--- src/rtl/rsa_modexp_unit.sv ---
// Purpose : bit-serial RSA core, cipher = plain^exp mod modulus (right-to-left square-and-multiply)
// Latency : 1 + WIDTH + 2*WIDTH^2 step cycles to eoc (constant time); err case 1 step cycle
// Backpr. : none; ena & en_rsa gate every register, deasserting either freezes the unit in place
//
// Ports: clk, rstb (sync, active-low), ena/en_rsa (step enables), rst_rsa (soft clear, active-low,
//   captures plain/exp/modulus), cipher (registered result), eoc_rsa_unit (level), busy, err (modulus<2).
// Option: RSA_EARLY_EXIT_EN selects variable-time mode (skips MUL for zero exponent bits and stops
//   after the top set bit); results are identical in both modes.
module rsa_modexp_unit #(
  parameter int WIDTH = 8
) (
  input  logic             clk,
  input  logic             rstb,
  input  logic             ena,
  input  logic             en_rsa,
  input  logic             rst_rsa,
  input  logic [WIDTH-1:0] plain,
  input  logic [WIDTH-1:0] exp,
  input  logic [WIDTH-1:0] modulus,
  output logic [WIDTH-1:0] cipher,
  output logic             eoc_rsa_unit,
  output logic             busy,
  output logic             err
);

  localparam int CW = $clog2(WIDTH);
  localparam int BW = $clog2(WIDTH + 1);

  typedef enum logic [2:0] {S_IDLE, S_INIT, S_MUL, S_SQR, S_DONE} state_t;

  state_t           state_q, nxt_state;
  logic [WIDTH-1:0] mr_q, er_q, nr_q, res_q, base_q, a_q, cipher_q;
  logic [WIDTH:0]   acc_q;
  logic [CW-1:0]    cnt_q;
  logic [BW-1:0]    bitcnt_q;
  logic             eoc_q, busy_q, err_q;

  logic             step, last;
  logic [WIDTH-1:0] mm_b, mm_out, res_d, base_d, er_d;
  logic [WIDTH:0]   n_ext, dbl, red1, add, acc_d;

  assign step = ena & en_rsa;

  // One interleaved-multiplier step: acc = (2*acc + a_bit*B) mod N, two conditional subtracts.
  // acc < N < 2^WIDTH, so 2*acc and red1 + B both fit in WIDTH+1 bits.
  always_comb begin
    mm_b   = (state_q == S_INIT) ? WIDTH'(1) : base_q;
    n_ext  = {1'b0, nr_q};
    dbl    = acc_q << 1;
    red1   = (dbl >= n_ext) ? dbl - n_ext : dbl;
    add    = red1 + (a_q[WIDTH-1] ? {1'b0, mm_b} : '0);
    acc_d  = (add >= n_ext) ? add - n_ext : add;
    mm_out = acc_d[WIDTH-1:0];
    last   = (cnt_q == CW'(WIDTH - 1));
    res_d  = (state_q == S_MUL && last && er_q[0]) ? mm_out : res_q;
    base_d = ((state_q == S_INIT || state_q == S_SQR) && last) ? mm_out : base_q;
    er_d   = (state_q == S_SQR && last) ? (er_q >> 1) : er_q;
  end

  // Successor of a finished multiply phase.
  always_comb begin
    nxt_state = S_DONE;
    case (state_q)
`ifdef RSA_EARLY_EXIT_EN
      // A zero exponent bit skips MUL; once no set bits remain the trailing SQRs are pointless.
      S_INIT, S_SQR: begin
        if (er_d == '0 || (state_q == S_SQR && bitcnt_q == BW'(WIDTH - 1))) nxt_state = S_DONE;
        else if (er_d[0])                                                 nxt_state = S_MUL;
        else                                                              nxt_state = S_SQR;
      end
      S_MUL:  nxt_state = (er_q[WIDTH-1:1] == '0) ? S_DONE : S_SQR;
`else
      S_INIT: nxt_state = S_MUL;
      S_MUL:  nxt_state = S_SQR;
      S_SQR:  nxt_state = (bitcnt_q == BW'(WIDTH - 1)) ? S_DONE : S_MUL;
`endif
      default: nxt_state = S_DONE;
    endcase
  end

  always_ff @(posedge clk) begin
    if (!rstb) begin
      state_q  <= S_IDLE;
      mr_q     <= '0;
      er_q     <= '0;
      nr_q     <= '0;
      res_q    <= '0;
      base_q   <= '0;
      a_q      <= '0;
      acc_q    <= '0;
      cnt_q    <= '0;
      bitcnt_q <= '0;
      cipher_q <= '0;
      eoc_q    <= 1'b0;
      busy_q   <= 1'b0;
      err_q    <= 1'b0;
    end else if (step) begin
      if (!rst_rsa) begin
        state_q <= S_IDLE;
        mr_q    <= plain;
        er_q    <= exp;
        nr_q    <= modulus;
        eoc_q   <= 1'b0;
        err_q   <= 1'b0;
        busy_q  <= 1'b0;
      end else begin
        case (state_q)
          S_IDLE: begin
            if (nr_q < WIDTH'(2)) begin
              err_q    <= 1'b1;
              cipher_q <= '0;
              eoc_q    <= 1'b1;
              state_q  <= S_DONE;
            end else begin
              res_q    <= WIDTH'(1);
              bitcnt_q <= '0;
              acc_q    <= '0;
              cnt_q    <= '0;
              a_q      <= mr_q;   // INIT computes M*1 mod N, reducing M >= N
              busy_q   <= 1'b1;
              state_q  <= S_INIT;
            end
          end
          S_INIT, S_MUL, S_SQR: begin
            acc_q  <= acc_d;
            cnt_q  <= cnt_q + CW'(1);
            a_q    <= a_q << 1;
            res_q  <= res_d;
            base_q <= base_d;
            er_q   <= er_d;
            if (last) begin
              acc_q   <= '0;
              cnt_q   <= '0;
              state_q <= nxt_state;
              if (state_q == S_SQR) bitcnt_q <= bitcnt_q + BW'(1);
              if (nxt_state == S_DONE) begin
                cipher_q <= res_d;
                eoc_q    <= 1'b1;
                busy_q   <= 1'b0;
              end else begin
                // Next multiplier operand uses this edge's freshly written res/base.
                a_q <= (nxt_state == S_SQR) ? base_d : res_d;
              end
            end
          end
          default: ;  // DONE holds until soft clear or reset
        endcase
      end
    end
  end

  assign cipher       = cipher_q;
  assign eoc_rsa_unit = eoc_q;
  assign busy         = busy_q;
  assign err          = err_q;

endmodule
--- config.mk ---
export PLATFORM = sky130hd
export DESIGN_NAME = rsa_modexp_unit
export DESIGN_NICKNAME = d
export VERILOG_FILES = /design/src/rtl/rsa_modexp_unit.sv
export SDC_FILE = /design/constraint.sdc
export NUM_CORES = 1
export LEC_CHECK = 0
export BUFFER_PORTS_ARGS = -buffer_cell sky130_fd_sc_hd__buf_4
export CAP_MARGIN = 25
export CORE_MARGIN = 2
export CORE_UTILIZATION = 60
export DETAILED_ROUTE_END_ITERATION = 10
export PLACE_DENSITY_LB_ADDON = 0.1
export SETUP_SLACK_MARGIN = 0.3
export SLEW_MARGIN = 10
export SYNTH_ARGS = -nofsm -noshare
export SYNTH_HDL_FRONTEND = slang
export SYNTH_SLANG_ARGS = --single-unit
--- constraint.sdc ---
create_clock -name clk -period 10.5 [get_ports clk]
set_input_delay 1.575 -clock clk [delete_from_list [all_inputs] [get_ports clk]]
set_output_delay 1.575 -clock clk [all_outputs]
set_load 0.1 [all_outputs]
==> After elaboration in Yosys (flattened, before gate mapping) <==
Index checks and enable logic that the tools add are counted.
Widths: inputs -> output; s select.
{ "word_totals": {"word_cells": 111, "out_inout_bits": 11, "in_bits": 29, "register_bits": 77} }
{ "classes": {"addsub": 5, "n_mux": 48, "n_eq_ne": 21, "bitwise": 2, "order_cmp": 3, "reduce_logical": 18} }
{ "ops": {"columns": ["op", "count"], "rows": [
  ["$mux 8", 18],
  ["$pmux 8 s2", 4],
  ["$ge 9x8->1", 2],
  ["$mux 3", 6],
  ["$mux 4", 3],
  ["$ne 3x3->1 const B", 4],
  ["$pmux 3 s2", 2],
  ["$reduce_and 3->1", 4],
  ["$reduce_and 6->1", 2],
  ["$mux 1", 10],
  ["$ne 2x2->1 const B", 5],
  ["$reduce_and 5->1", 2],
  ["$add 9x8->9", 1],
  ["$eq 3x2->1 const B", 3],
  ["$mux 9", 1],
  ["$pmux 3 s3", 1],
  ["$sub 9x8->9", 1],
  ["$lt 8x2->1 const B", 1],
  ["$ne 2x1->1 const B", 4],
  ["$pmux 4 s2", 1],
  ["$sub 8x8->8", 1],
  ["$eq 3x3->1 const B", 2],
  ["$add 4x1->4 const B", 1],
  ["$eq 4x3->1 const B", 1],
  ["13 further kinds", 17]
]} }

==> Logic depth before layout (Yosys ltp) <==
Gate-level depths: netlist (run 1).
{ "depth": {"depth_word": 11, "ltp_mapped": 23, "mapped_depth_nobuf": 23} }

==> Least setup slack after synthesis (run 1) <==
Ideal clock, no wire load.
{ "synth_path": {"kind": "register to register", "from": "reg nr_q[1]", "to": "reg acc_q[0]", "setup_time_ns": 0.071, "stages_incl_launch_ff": 22, "setup_slack_ns": 5.400, "path_buffers": 0, "period_less_slack_ns": 5.100, "arrival_time_ns": 5.029, "required_time_ns": 10.429, "cell_sequence": "dfxtp_1 > inv_1 > ha_1 > ha_1 > o31ai_1 > a21oi_1 > o21ai_2 > nand2_1 > mux2_2 > fa_1 > a21o_1 > a21oi_1 > o21ai_0 > xor2_1 > ha_1 > a21o_1 > a221o_1 > a31oi_1 > nand3_1 > mux2i_4 > mux2_4 > o21ai_1"} }
{ "synth_between": {"elab_chain_cells": 7, "elab_cells_between_ends": 12, "cone_classes": "add/sub (3); order compare (3); eq/ne (1); mux (4); reduce/logical (1)"} }
{ "synth_rtl": {"columns": ["element", "line", "rtl"], "rows": [
  ["start: declaration", "32", "logic [WIDTH-1:0] mr_q, er_q, nr_q, res_q, base_q, a_q, cipher_q;"],
  ["start signal: assignment", "102", "nr_q <= modulus;"],
  ["$sub 9x8->9 or $ge 9x8->1 (tied branches)", "50", "red1 = (dbl >= n_ext) ? dbl - n_ext : dbl;"],
  ["$mux 9", "50", null],
  ["$add 9x8->9", "51", "add = red1 + (a_q[WIDTH-1] ? {1'b0, mm_b} : '0);"],
  ["$ge 9x8->1 or $sub 8x8->8 (tied branches)", "52", "acc_d = (add >= n_ext) ? add - n_ext : add;"],
  ["$mux 8", "52", null],
  ["$mux 8", "131", "if (last) begin"],
  ["$pmux 8 s2", "107", "case (state_q)"],
  ["end signal: assignment", "117", "acc_q <= '0;"],
  ["end signal: assignment", "125", "acc_q <= acc_d;"],
  ["end signal: assignment", "132", "acc_q <= '0;"],
  ["end: declaration", "33", "logic [WIDTH:0] acc_q;"]
]} }
Several ways; a longest one is shown, not always the timed one.
A chain may end at the register's enable or synchronous reset.

==> Final worst setup path (run 1) <==
{ "layout_path": {"from": "reg nr_q[1]", "to": "reg base_q[6]"} }
{ "layout_between": {"elab_chain_cells": 6, "elab_cells_between_ends": 8, "cone_classes": "add/sub (3); order compare (2); mux (3)"} }
{ "layout_rtl": {"columns": ["element", "line", "rtl"], "rows": [
  ["$sub 9x8->9 or $ge 9x8->1 (tied branches)", "50", null],
  ["$mux 9", "50", null],
  ["$add 9x8->9", "51", null],
  ["$sub 8x8->8 or $ge 9x8->1 (tied branches)", "52", null],
  ["$mux 8 *", "52", null],
  ["$mux 8 *", "56", "base_d = ((state_q == S_INIT || state_q == S_SQR) && last) ? mm_out : base_q;"],
  ["end signal: assignment", "129", "base_q <= base_d;"],
  ["end: declaration", "32", null]
]} }
Every way passes the cells marked *; elsewhere a longest branch is shown, timed or not.

==> summary.md, run 1 <==
| Metric | Value |
|---|---|
| Routed Antenna Nets | `0` |
| Final Slew Violations | `0` |
| Mapped Avg Cell Area | `8.20 sq um` |
| DR vias | `4010` |
| Post-CTS setup buffer count | `0` |
| Relative slew slack | `0.330` |
| Commonest non-fill, non-tap cells in the layout | `89 x nand2_1, 77 x dfxtp_1, 43 x buf_4` |
| #FFs+latches synth | `77` |
| Initial Util | `0.619` |
| Die Span Y | `90.5 microns` |
| Post-synthesis mux area share | `0.0674` |
| Post-synthesis adder-cell area fraction | `0.0913` |
| # clock sinks | `77` |
| Critical path required time | `10.73 ns` |
| Finished layout cell area | `0.00503 sq mm` |
| Final worst setup slack | `4.75 ns` |
| N_diodes | `0` |
| Placed instance area | `0.00483 sq mm` |
| Synth Cell Area | `0.00449 sq mm` |
| CTS tree | `yes` |
| DR pass1 iterations | `7` |
| RSZ-0062 raised after global routing | `no` |
| Row count | `31` |
| Post-synthesis cell type count | `52` |
| Crit path time final | `5.75 ns` |
| Critical path peak fanout | `10` |
| Pre-CTS WS | `4.80 ns` |
| Power Dens Cells | `140 mW/mm^2` |
| Synth Instances | `548` |
| Final setup viols | `0` |
| Cts bufs inserted | `9` |
| First DRT Iteration DRCs | `364` |
| Post-CTS Hold Fix Bufs | `0` |
| Yosys warns | `0` |
| I/O pins | `40` |
| CTS-repair resized insts | `0` |
| Synth Flop Type | `dfxtp_1` |
| FILL cells | `615` |
| Leading cell type in the layout, fill and taps excluded | `nand2_1` |
| Hold Crit Class | `flip-flop to flip-flop` |
| Worst-Skew Late Latency | `0.35 ns` |
| Simple-gate share of the synthesized area | `0.194` |
| Core Area | `0.00725 sq mm` |
| Status | `finished clean` |
| Input/output buffers | `39` |
| Largest family of logic cells by synthesized area | `compound AO/OA/AOI/OAI gates` |
| Syn_nets | `608` |
| Layout area overhead | `11.9%` |
| Post-synth EDFFs | `0` |
| Initial antenna violation count | `0` |
| Total grt overflow | `0` |
| Final #Nets | `637` |
| WL/cell | `16.2 microns` |
| Clk root buf | `clkbuf_8` |
| Achievable Freq | `174 MHz` |
| Hold Fails Final Rpt | `0` |
| Post-synthesis xor/xnor area fraction | `0.0370` |
| Top post-synthesis cells by area | `dfxtp_1 34%, ha_1 7.8%, nand2_1 7.4%, mux2i_1 4.9%, a21boi_0 4.7%` |
| First-pass GRT wire length | `18300 microns` |
| Max Buffers Root-to-Sink | `2` |
| Worst Setup Path Type | `flip-flop to flip-flop` |
| MaxCap Viol Count | `0` |
| Residual DRC count | `0` |
| Max VDD drop | `0.000107 V` |
| Clk_skew | `0.00926 ns` |
| CP arrival | `5.98 ns` |
| Pin count of the biggest net entering global routing | `67` |
| Reg clk slew, reported paths | `0.08 ns` |
| Die Wd | `90.5 microns` |
| Final TNS setup | `0 ns` |
| Ys async rst share | `0` |
| Slowest stage delay, CP | `0.47 ns` |
| Layout cells sized above 1 | `0.125` |
| Vias per inst | `5.89` |
| Synth area leader | `dfxtp_1` |
| H-tree levels | `3` |
| Final period utilization | `0.548` |
| Post-synthesis sequential area ratio | `0.343` |
| LEAKAGE | `2.07 nW` |
| Vias in the first global route | `3778` |
| Cell breakdown of the critical path | `inv_1, ha_1, ha_1, o31ai_1, a21oi_1, o21ai_2, nand2_1, mux2_2, fa_1, a21o_1, a21oi_1, o21ai_0, xor2_1, ha_1, a21o_1, a221o_1, a31oi_1, nand3_1, mux2i_4, mux2i_1, a21oi_1` |
| CP Launch Type | `flip-flop` |
| DP HPWL | `8170 microns` |
| Post-synth top area share | `0.343` |
| CP max stage cell | `mux2i_4` |
| Post-synthesis compound-gate area fraction | `0.235` |
| GPL Wtd Cong | `0.933` |
| Critical path endpoint category | `flip-flop` |
| Least-Margin Pin Slew | `0.996 ns` |
| Total wire length | `11000 microns` |
| Global Route Usage Sum | `0.274` |
| Die area | `0.00820 sq mm` |
worst paths after layout:
check	startpoint	to	slack [ns]	cells after the start
setup / recovery	nr_q[1]	base_q[6]	4.75	21
hold / removal	nr_q[6]	nr_q[6]	0.47	2
setup reg to reg	nr_q[1]	base_q[6]	4.75	21
hold reg to reg	nr_q[6]	nr_q[6]	0.47	2
flip-flops by register name, indices dropped and copies added (netlist names):
name / cells
base_q: 8
cnt_q: 3
acc_q: 8
cipher: 8
busy: 1
nr_q: 8
res_q: 8
eoc_rsa_unit: 1
state_q: 3
mr_q: 8
a_q: 8
bitcnt_q: 4
er_q: 8
err: 1
layer usage:
metal | GRT usage | part of all wire
met1 | 0.378 | 0.46
met2 | 0.437 | 0.46
met3 | 0.0526 | 0.058
met4 | 0.0782 | 0.021
met5 | 0 | 0
where the power goes:
part	leakage, nW	switching, W	internal, W
Combinational	1.36	0.000112	0.0000803
Sequential	0.623	0.00000408	0.000298
Clock	0.0888	0.000113	0.0000997
synth_stat cells, drive strengths merged (2+ instances only):
cell type  number
nand2          89
dfxtp          77
o21ai          53
a21oi          38
nor2           36
a21boi         28
ha             28
mux2i          23
clkbuf         19
nand3          18
xnor2          14
inv            13
and2           12
nor2b          10
a21o            8
o211a           7
o22ai           7
buf             6
nor3            6
mux2            5
nand2b          5
o21a            5
xor2            5
and3            4
fa              3
nand4           3
o31ai           3
a31oi           2
nand3b          2
nor3b           2
o41ai           2
or2             2
cell type report:
| cell class | count | area, sq um | share of cell area |
|---|---|---|---|
| clock buffer | 12 | 155 | 0.0309 |
| clock inverter | 4 | 32.5 | 0.00647 |
| inverter | 13 | 48.8 | 0.00970 |
| multi-input combinational | 433 | 2800 | 0.558 |
| sequential | 77 | 1540 | 0.307 |
| tap | 99 | 124 | 0.0246 |
| timing repair buffer | 43 | 323 | 0.0642 |
worst max-delay path, delay by kind of cell, from the launching register on:
family	cells	cell delay (ns)
adders and majority gates	4	1.25
buffers and inverters	1	0.11
xor gates and xnor gates	1	0.22
DFF	1	0.41
and+or+nand+nor	2	0.40
AOI/OAI and AO/OA	10	2.01
muxes	3	1.22
through the flow:
stage / utilization / instances / hold slack [ns] / total power, W
floorplan: - / 548 / 0.442 / 0.000456
global placement: 0.665 / 663 / 0.450 / 0.000490
detailed placement: 0.665 / 663 / 0.459 / 0.000497
CTS: 0.691 / 679 / 0.471 / 0.000704
global route: 0.693 / 681 / 0.501 / 0.000739
finish: 0.693 / 681 / 0.466 / 0.000706
logic make-up (layout without fill, tap and decap cells):
logic type | after synthesis | count (layout)
AND/OR/NAND/NOR | 192 | 192
AO/OA/AOI/OAI | 163 | 163
buffers and inverters | 38 | 72
adder cells (fa/ha/maj) | 31 | 31
XOR/XNOR | 19 | 19
flip-flops | 77 | 77
multiplexers | 28 | 28
(Power assumes the default switching activity.)
==> inputs of run 2 (changes only) <==
==> constraint.sdc (replaced) <==
create_clock -name clk -period 5.7 [get_ports clk]
set_input_delay 0.855 -clock clk [delete_from_list [all_inputs] [get_ports clk]]
set_output_delay 0.855 -clock clk [all_outputs]
set_load 0.1 [all_outputs]
==> run 2 against run 1 <==
Die area is the same. Setup slack lost 4.2 ns. Wire length grew 4.8%. Critical endpoint is now acc_q[6].
==> summary.md, run 2 (synthesis results as in run 1) <==
| Metric | Value |
|---|---|
| Status | `finished clean` |
| Total grt overflow | `0 (unchanged)` |
| Crit Reg-Reg Endpoint | `acc_q[6]` |
| Combinational power share | `0.313 (+0.041)` |
| DR vias | `4148 (+3.4%)` |
| Clk_skew | `0.00947 ns (+0.000207 ns)` |
| GPL Wtd Cong | `0.894 (-4.3%)` |
| Slowest stage delay, CP | `0.37 ns (-0.10 ns)` |
| Critical path endpoint category | `flip-flop` |
| FF-to-FF Start | `nr_q[1]` |
| Crit path time final | `5.18 ns (-0.567 ns)` |
| Residual DRC count | `0 (unchanged)` |
| DR pass1 iterations | `5 (-2)` |
| Power Dens Cells | `287 mW/mm^2 (+100%)` |
| Post-CTS Hold Fix Bufs | `0 (unchanged)` |
| Die area | `0.00820 sq mm (unchanged)` |
| First DRT Iteration DRCs | `424 (+16%)` |
| CP max stage cell | `dfxtp_2` |
| Internal power | `0.00102 W (+110%)` |
| LEAKAGE | `2.17 nW (+5.0%)` |
| Worst Setup Path Type | `flip-flop to flip-flop` |
| Net Sw Power | `0.000486 W (+110%)` |
| Final setup viols | `0 (unchanged)` |
| WL/cell | `16.7 microns (+3.3%)` |
| Initial antenna violation count | `0 (unchanged)` |
| Die Wd | `90.5 microns (unchanged)` |
| Clock power frac | `0.318 (+0.017)` |
| Max Buffers Root-to-Sink | `2 (unchanged)` |
| Final period utilization | `0.909 (+0.362)` |
| Layout cells sized above 1 | `0.162 (+0.0367)` |
| Relative slew slack | `0.321 (-0.00897)` |
| Worst Path Buf+Inv | `3 (+2)` |
| Max VDD drop | `0.000187 V (+75%)` |
| Commonest non-fill, non-tap cells in the layout | `89 x nand2_1, 76 x dfxtp_1, 51 x buf_4` |
| DP HPWL | `7970 microns (-2.4%)` |
| Hold Crit Class | `flip-flop to flip-flop` |
| Initial Util | `0.619 (unchanged)` |
| Sw Ratio | `0.322 (-0.00181)` |
| Layout area overhead | `17.0%` |
| Critical path required time | `5.92 ns (-4.81 ns)` |
| Hold Fails Final Rpt | `0 (unchanged)` |
| I/O pins | `40 (unchanged)` |
| Least-Margin Pin Slew | `1.01 ns (+0.0133 ns)` |
| Hold Crit Start | `nr_q[6]` |
| # clock sinks | `77 (unchanged)` |
| CTS tree | `yes` |
| Final #Nets | `647 (+1.6%)` |
| Row count | `31 (unchanged)` |
| Worst R2R Setup Slack | `0.52 ns (-4.23 ns)` |
| Global Route Usage Sum | `0.269 (-0.00456)` |
| Cell mode on critical path | `ha_1` |
| Routed Antenna Nets | `0 (unchanged)` |
| Critical path peak fanout | `9 (-1)` |
| Seq pwr share | `0.369 (-0.058)` |
| Achievable Freq | `193 MHz (+11%)` |
| Total power | `0.00151 W (+110%)` |
| CP arrival | `5.40 ns (-0.58 ns)` |
| Leading cell type in the layout, fill and taps excluded | `nand2_1` |
| FILL cells | `582 (-5.4%)` |
| Total wire length | `11600 microns (+4.8%)` |
| H-tree levels | `3 (unchanged)` |
| Hold path depth | `2 (unchanged)` |
| N_diodes | `0 (unchanged)` |
| Vias per inst | `6.00 (+1.9%)` |
| Input/output buffers | `39 (unchanged)` |
| Worst hold endpoint | `nr_q[6]` |
| Fin cells | `691 (+1.5%)` |
| RSZ-0062 raised after global routing | `no` |
| Clk root buf | `clkbuf_8` |
| Pin count of the biggest net entering global routing | `67 (unchanged)` |
| MaxCap Viol Count | `0 (unchanged)` |
| Cell count after placement | `664 (+0.15%)` |
| Die Span Y | `90.5 microns (unchanged)` |
| Core Area | `0.00725 sq mm (unchanged)` |
| Reg clk slew, reported paths | `0.09 ns (about the same)` |
| Cts bufs inserted | `9 (unchanged)` |
| CP Launch Type | `flip-flop` |
| Critical path's top delay family | `compound AO/OA/AOI/OAI gates` |
| Final TNS setup | `0 ns (unchanged)` |
| Worst-Skew Late Latency | `0.36 ns (about the same)` |
| Reg2Reg Depth | `25 (+19%)` |
| First-pass GRT wire length | `18000 microns (-1.7%)` |
| Vias in the first global route | `3878 (+2.6%)` |
| Final Slew Violations | `0 (unchanged)` |
## run 2: cell count changes in the layout (fill, tap and decap cells not counted), sizes merged
cell / delta
buf: +9
bufinv: +2
clkbuf: -2
clkinv: -1
clkinvlp: -2
inv: +4
## run 2: worst max-delay path by stage
stage / from / end / slack (ns) / depth (start not counted)
final: nr_q[1] / acc_q[6] / 0.52 / 25
after global placement: nr_q[1] / res_q[7] / 0.47 / 21
after CTS: nr_q[1] / res_q[5] / 0.40 / 22
after floorplan: nr_q[1] / acc_q[0] / 0.60 / 21
after global routing: nr_q[1] / acc_q[6] / 0.20 / 24
after detailed placement: nr_q[1] / res_q[6] / 0.29 / 21
## run 2: power groups by stage
stage	logic, W	registers, W	clock network [W]
5_1_grt	0.000500	0.000558	0.000506
6_report	0.000473	0.000556	0.000480
3_5_place_dp	0.000345	0.000568	0
4_1_cts	0.000363	0.000556	0.000479
3_3_place_gp	0.000335	0.000568	0
2_1_floorplan	0.000264	0.000576	0
## run 2: worst register-to-register path, cell delays in order (launching register included)
cell     delay [ns]
dfxtp_2        0.37
inv_1          0.10
ha_1           0.32
ha_1           0.18
o31ai_1        0.24
a21oi_1        0.11
o21ai_2        0.15
nand2_1        0.09
buf_4          0.18
nor2_1         0.12
a21oi_1        0.06
ha_1           0.32
nor2b_1        0.15
nor3_1         0.13
nor2_1         0.09
o41ai_2        0.25
xnor2_1        0.21
ha_1           0.32
and3_1         0.18
a221o_1        0.31
a31oi_2        0.16
nand3_1        0.14
mux2i_4        0.26
buf_12         0.18
mux2i_2        0.27
o21ai_1        0.13
## run 2: cell type report
cell class / count / area (sq um) / area share
Multi-Input combinational cell: 433 / 2890 / 0.549
Clock inverter: 7 / 103 / 0.0195
Inverter: 13 / 48.8 / 0.00928
Timing Repair Buffer: 53 / 428 / 0.0814
Clock buffer: 9 / 124 / 0.0236
Tap cell: 99 / 124 / 0.0236
Sequential cell: 77 / 1540 / 0.293
## run 2: per-stage QoR
stage | setup slack (ns) | hold WS, ns | instance area [sq um] | utilization
2_1_floorplan | 0.600 | 0.442 | 4490 | -
3_3_place_gp | 0.467 | 0.450 | 4830 | 0.666
3_5_place_dp | 0.288 | 0.458 | 4830 | 0.666
4_1_cts | 0.399 | 0.471 | 5080 | 0.700
5_1_grt | 0.203 | 0.492 | 5260 | 0.725
6_report | 0.516 | 0.464 | 5260 | 0.725
## run 2: per-layer routing
metal | global-route usage | part of all wire
met3 | 0.0417 | 0.070
met4 | 0.0974 | 0.029
met2 | 0.430 | 0.46
met5 | 0 | 0
met1 | 0.369 | 0.44
## run 2: repair_timing
action,4_1_cts,5_1_grt
gates cloned,0,1
pin swaps,0,7
buffers inserted,1,7
setup endpoints to repair,23,24
gates resized for setup,0,17
==> inputs of run 3 (changes only) <==
--- a/config.mk
+++ b/config.mk
@@ -10,7 +10,7 @@
 export CORE_MARGIN = 2
 export CORE_UTILIZATION = 60
 export DETAILED_ROUTE_END_ITERATION = 10
-export PLACE_DENSITY_LB_ADDON = 0.1
+export PLACE_DENSITY = 0.8
 export SETUP_SLACK_MARGIN = 0.3
 export SLEW_MARGIN = 10
 export SYNTH_ARGS = -nofsm -noshare
==> run 3 against run 2 <==
Maximum frequency is 0.15% lower. Clock-buffer cell count is 1 higher. Largest cell class unchanged. Combinational power fell by 19%. Clock skew increased by 0.0018 ns. Wire length is 5.0% lower. Cell count shrank 0.87%. Critical endpoint is now acc_q[0]. Critical path depth fell by 3. First-iteration DRC count shrank 37%. Sequential share of layout area is 0.81 points higher. Design area shrank 2.7%. Utilization is 1.9 points lower. Global-route usage shrank 0.32 points.
==> summary.md, run 3 (synthesis results as in run 1) <==
| Metric | Value |
|---|---|
| Max VDD drop | `0.000155 V (-17%)` |
| Leading cell type in the layout, fill and taps excluded | `nand2_1` |
| Final #Nets | `641 (-0.93%)` |
| DR vias | `4045 (-2.5%)` |
| LEAKAGE | `2.12 nW (-2.4%)` |
| Fin cells | `685 (-0.87%)` |
| Worst-Skew Late Latency | `0.37 ns (about the same)` |
| Worst Setup Path Type | `flip-flop to flip-flop` |
| Clk_skew | `0.0113 ns (+0.00184 ns)` |
| Slowest stage delay, CP | `0.43 ns (+0.06 ns)` |
| Cell breakdown of the critical path | `inv_1, ha_1, ha_1, o31ai_1, a21oi_1, o21ai_2, nand2_1, mux2_2, fa_1, a21o_1, a21oi_2, o21ai_0, xor2_1, ha_1, a21o_1, a221o_1, a31oi_2, nand3_1, mux2i_4, buf_12, mux2_4, o21ai_1` |
| CP Launch Type | `flip-flop` |
| Final Slew Violations | `0 (unchanged)` |
| Layout area overhead | `13.9%` |
| Final setup viols | `0 (unchanged)` |
| Critical path endpoint category | `flip-flop` |
| Total grt overflow | `0 (unchanged)` |
| Clk root buf | `clkbuf_8` |
| MaxCap Viol Count | `0 (unchanged)` |
| Total wire length | `11000 microns (-5.0%)` |
| Critical path required time | `5.99 ns (+0.07 ns)` |
| Die area | `0.00820 sq mm (unchanged)` |
| # clock sinks | `77 (unchanged)` |
| H-tree levels | `3 (unchanged)` |
| Power Dens Cells | `269 mW/mm^2 (-6.3%)` |
| Core Area | `0.00725 sq mm (unchanged)` |
| Cell count after placement | `664 (unchanged)` |
| RSZ-0062 raised after global routing | `no` |
| Status | `finished clean` |
| N_diodes | `0 (unchanged)` |
| Commonest non-fill, non-tap cells in the layout | `89 x nand2_1, 76 x dfxtp_1, 46 x buf_4` |
| Max Buffers Root-to-Sink | `2 (unchanged)` |
| Vias per inst | `5.91 (-1.6%)` |
| GR peak layer | `met2` |
| Hold Crit Class | `flip-flop to flip-flop` |
| Least-Margin Pin Slew | `0.845 ns (-0.165 ns)` |
| Vias in the first global route | `3750 (-3.3%)` |
| Met2 GRT Util | `0.410 (-0.0205)` |
| Critical path peak fanout | `10 (+1)` |
| Fin Hold WS | `0.467 ns (+0.00329 ns)` |
| GPL Wtd Cong | `0.921 (+3.1%)` |
| Crit path time final | `5.19 ns (+0.00794 ns)` |
| Row count | `31 (unchanged)` |
| Achievable Freq | `193 MHz (-0.15%)` |
| First-pass GRT wire length | `17600 microns (-2.5%)` |
| DR pass1 iterations | `5 (unchanged)` |
| WL/cell | `16.0 microns (-4.1%)` |
| I/O pins | `40 (unchanged)` |
| CP arrival | `5.48 ns (+0.08 ns)` |
| Cts bufs inserted | `9 (unchanged)` |
| Initial antenna violation count | `0 (unchanged)` |
| Final TNS setup | `0 ns (unchanged)` |
| First DRT Iteration DRCs | `269 (-37%)` |
| Relative slew slack | `0.432 (+0.111)` |
| Reg clk slew, reported paths | `0.08 ns (about the same)` |
| CP max stage cell | `fa_1` |
| CTS tree | `yes` |
| GR Layer Usage met3 | `0.0576 (+0.0159)` |
| Die Span Y | `90.5 microns (unchanged)` |
| Pin count of the biggest net entering global routing | `67 (unchanged)` |
| Input/output buffers | `39 (unchanged)` |
| DP HPWL | `7930 microns (-0.40%)` |
| Die Wd | `90.5 microns (unchanged)` |
| GR Util met1 | `0.357 (-0.0116)` |
| Global Route Usage Sum | `0.266 (-0.00316)` |
| Worst Path Buf+Inv | `2 (-1)` |
| Final period utilization | `0.911 (+0.00139)` |
| Layout cells sized above 1 | `0.143 (-0.0188)` |
| Critical path's top delay family | `compound AO/OA/AOI/OAI gates` |
| Cell mode on critical path | `ha_1` |
| Post-CTS Hold Fix Bufs | `0 (unchanged)` |
| Hold Fails Final Rpt | `0 (unchanged)` |
| Initial Util | `0.619 (unchanged)` |
| Routed Antenna Nets | `0 (unchanged)` |
| Residual DRC count | `0 (unchanged)` |
## run 3: cell types whose count changed in the layout (fill, tap and decap cells not counted), moves of 2 or more
cell and change:
buf_4 -5, mux2i_1 +4, mux2i_4 -4, clkinv_4 +3, inv_6 -2
## run 3: worst paths after layout
kind | depth (start not counted) | from | slack [ns] | end
min reg2reg | 2 | cipher[6] | 0.47 | cipher[6]
max | 22 | nr_q[1] | 0.51 | acc_q[0]
min | 2 | cipher[6] | 0.47 | cipher[6]
max reg2reg | 22 | nr_q[1] | 0.51 | acc_q[0]
## run 3: per-stage QoR
step / setup slack [ns] / total power (W) / util / instance area [sq um]
5_1_grt: 0.320 / 0.00144 / 0.706 / 5120
2_1_floorplan: 0.600 / 0.000839 / - / 4490
3_3_place_gp: 0.458 / 0.000902 / 0.666 / 4830
4_1_cts: 0.359 / 0.00136 / 0.698 / 5060
6_report: 0.508 / 0.00138 / 0.706 / 5120
3_5_place_dp: 0.262 / 0.000910 / 0.666 / 4830
## run 3: final cells by class
type | instances | area (sq um)
Multi-Input combinational cell | 433 | 2830
Fill cell | 605 | 2140
Sequential cell | 77 | 1540
Timing Repair Buffer | 47 | 365
Clock buffer | 10 | 138
Tap cell | 99 | 124
Clock inverter | 6 | 70.1
Inverter | 13 | 48.8
## run 3: tightest hold or removal path, stage by stage, from the launching register on
cell and delay, ns:
dfxtp_1 0.31, nand2_1 0.05, a21boi_0 0.06
## run 3: layer usage
metal  up-vias  share of wire  wire (microns)
met5         -              0               0
met4         0          0.028             303
met3        26          0.060             658
met2       122           0.46            5100
met1      1905           0.45            4930
li1       1992              -               -
## run 3: where the power goes
| group | leakage, nW | internal (W) | switching, W |
|---|---|---|---|
| Clock | 0.107 | 0.000217 | 0.000221 |
| Combinational | 1.39 | 0.000170 | 0.000211 |
| Sequential | 0.623 | 0.000548 | 0.00000788 |
## run 3: timing repair
item                       4_1_cts  5_1_grt
hold endpoints to repair         0        0
gates resized for setup          0        6
setup buffers                    1        2
setup endpoints to repair       23       24
pin swaps                        0        2
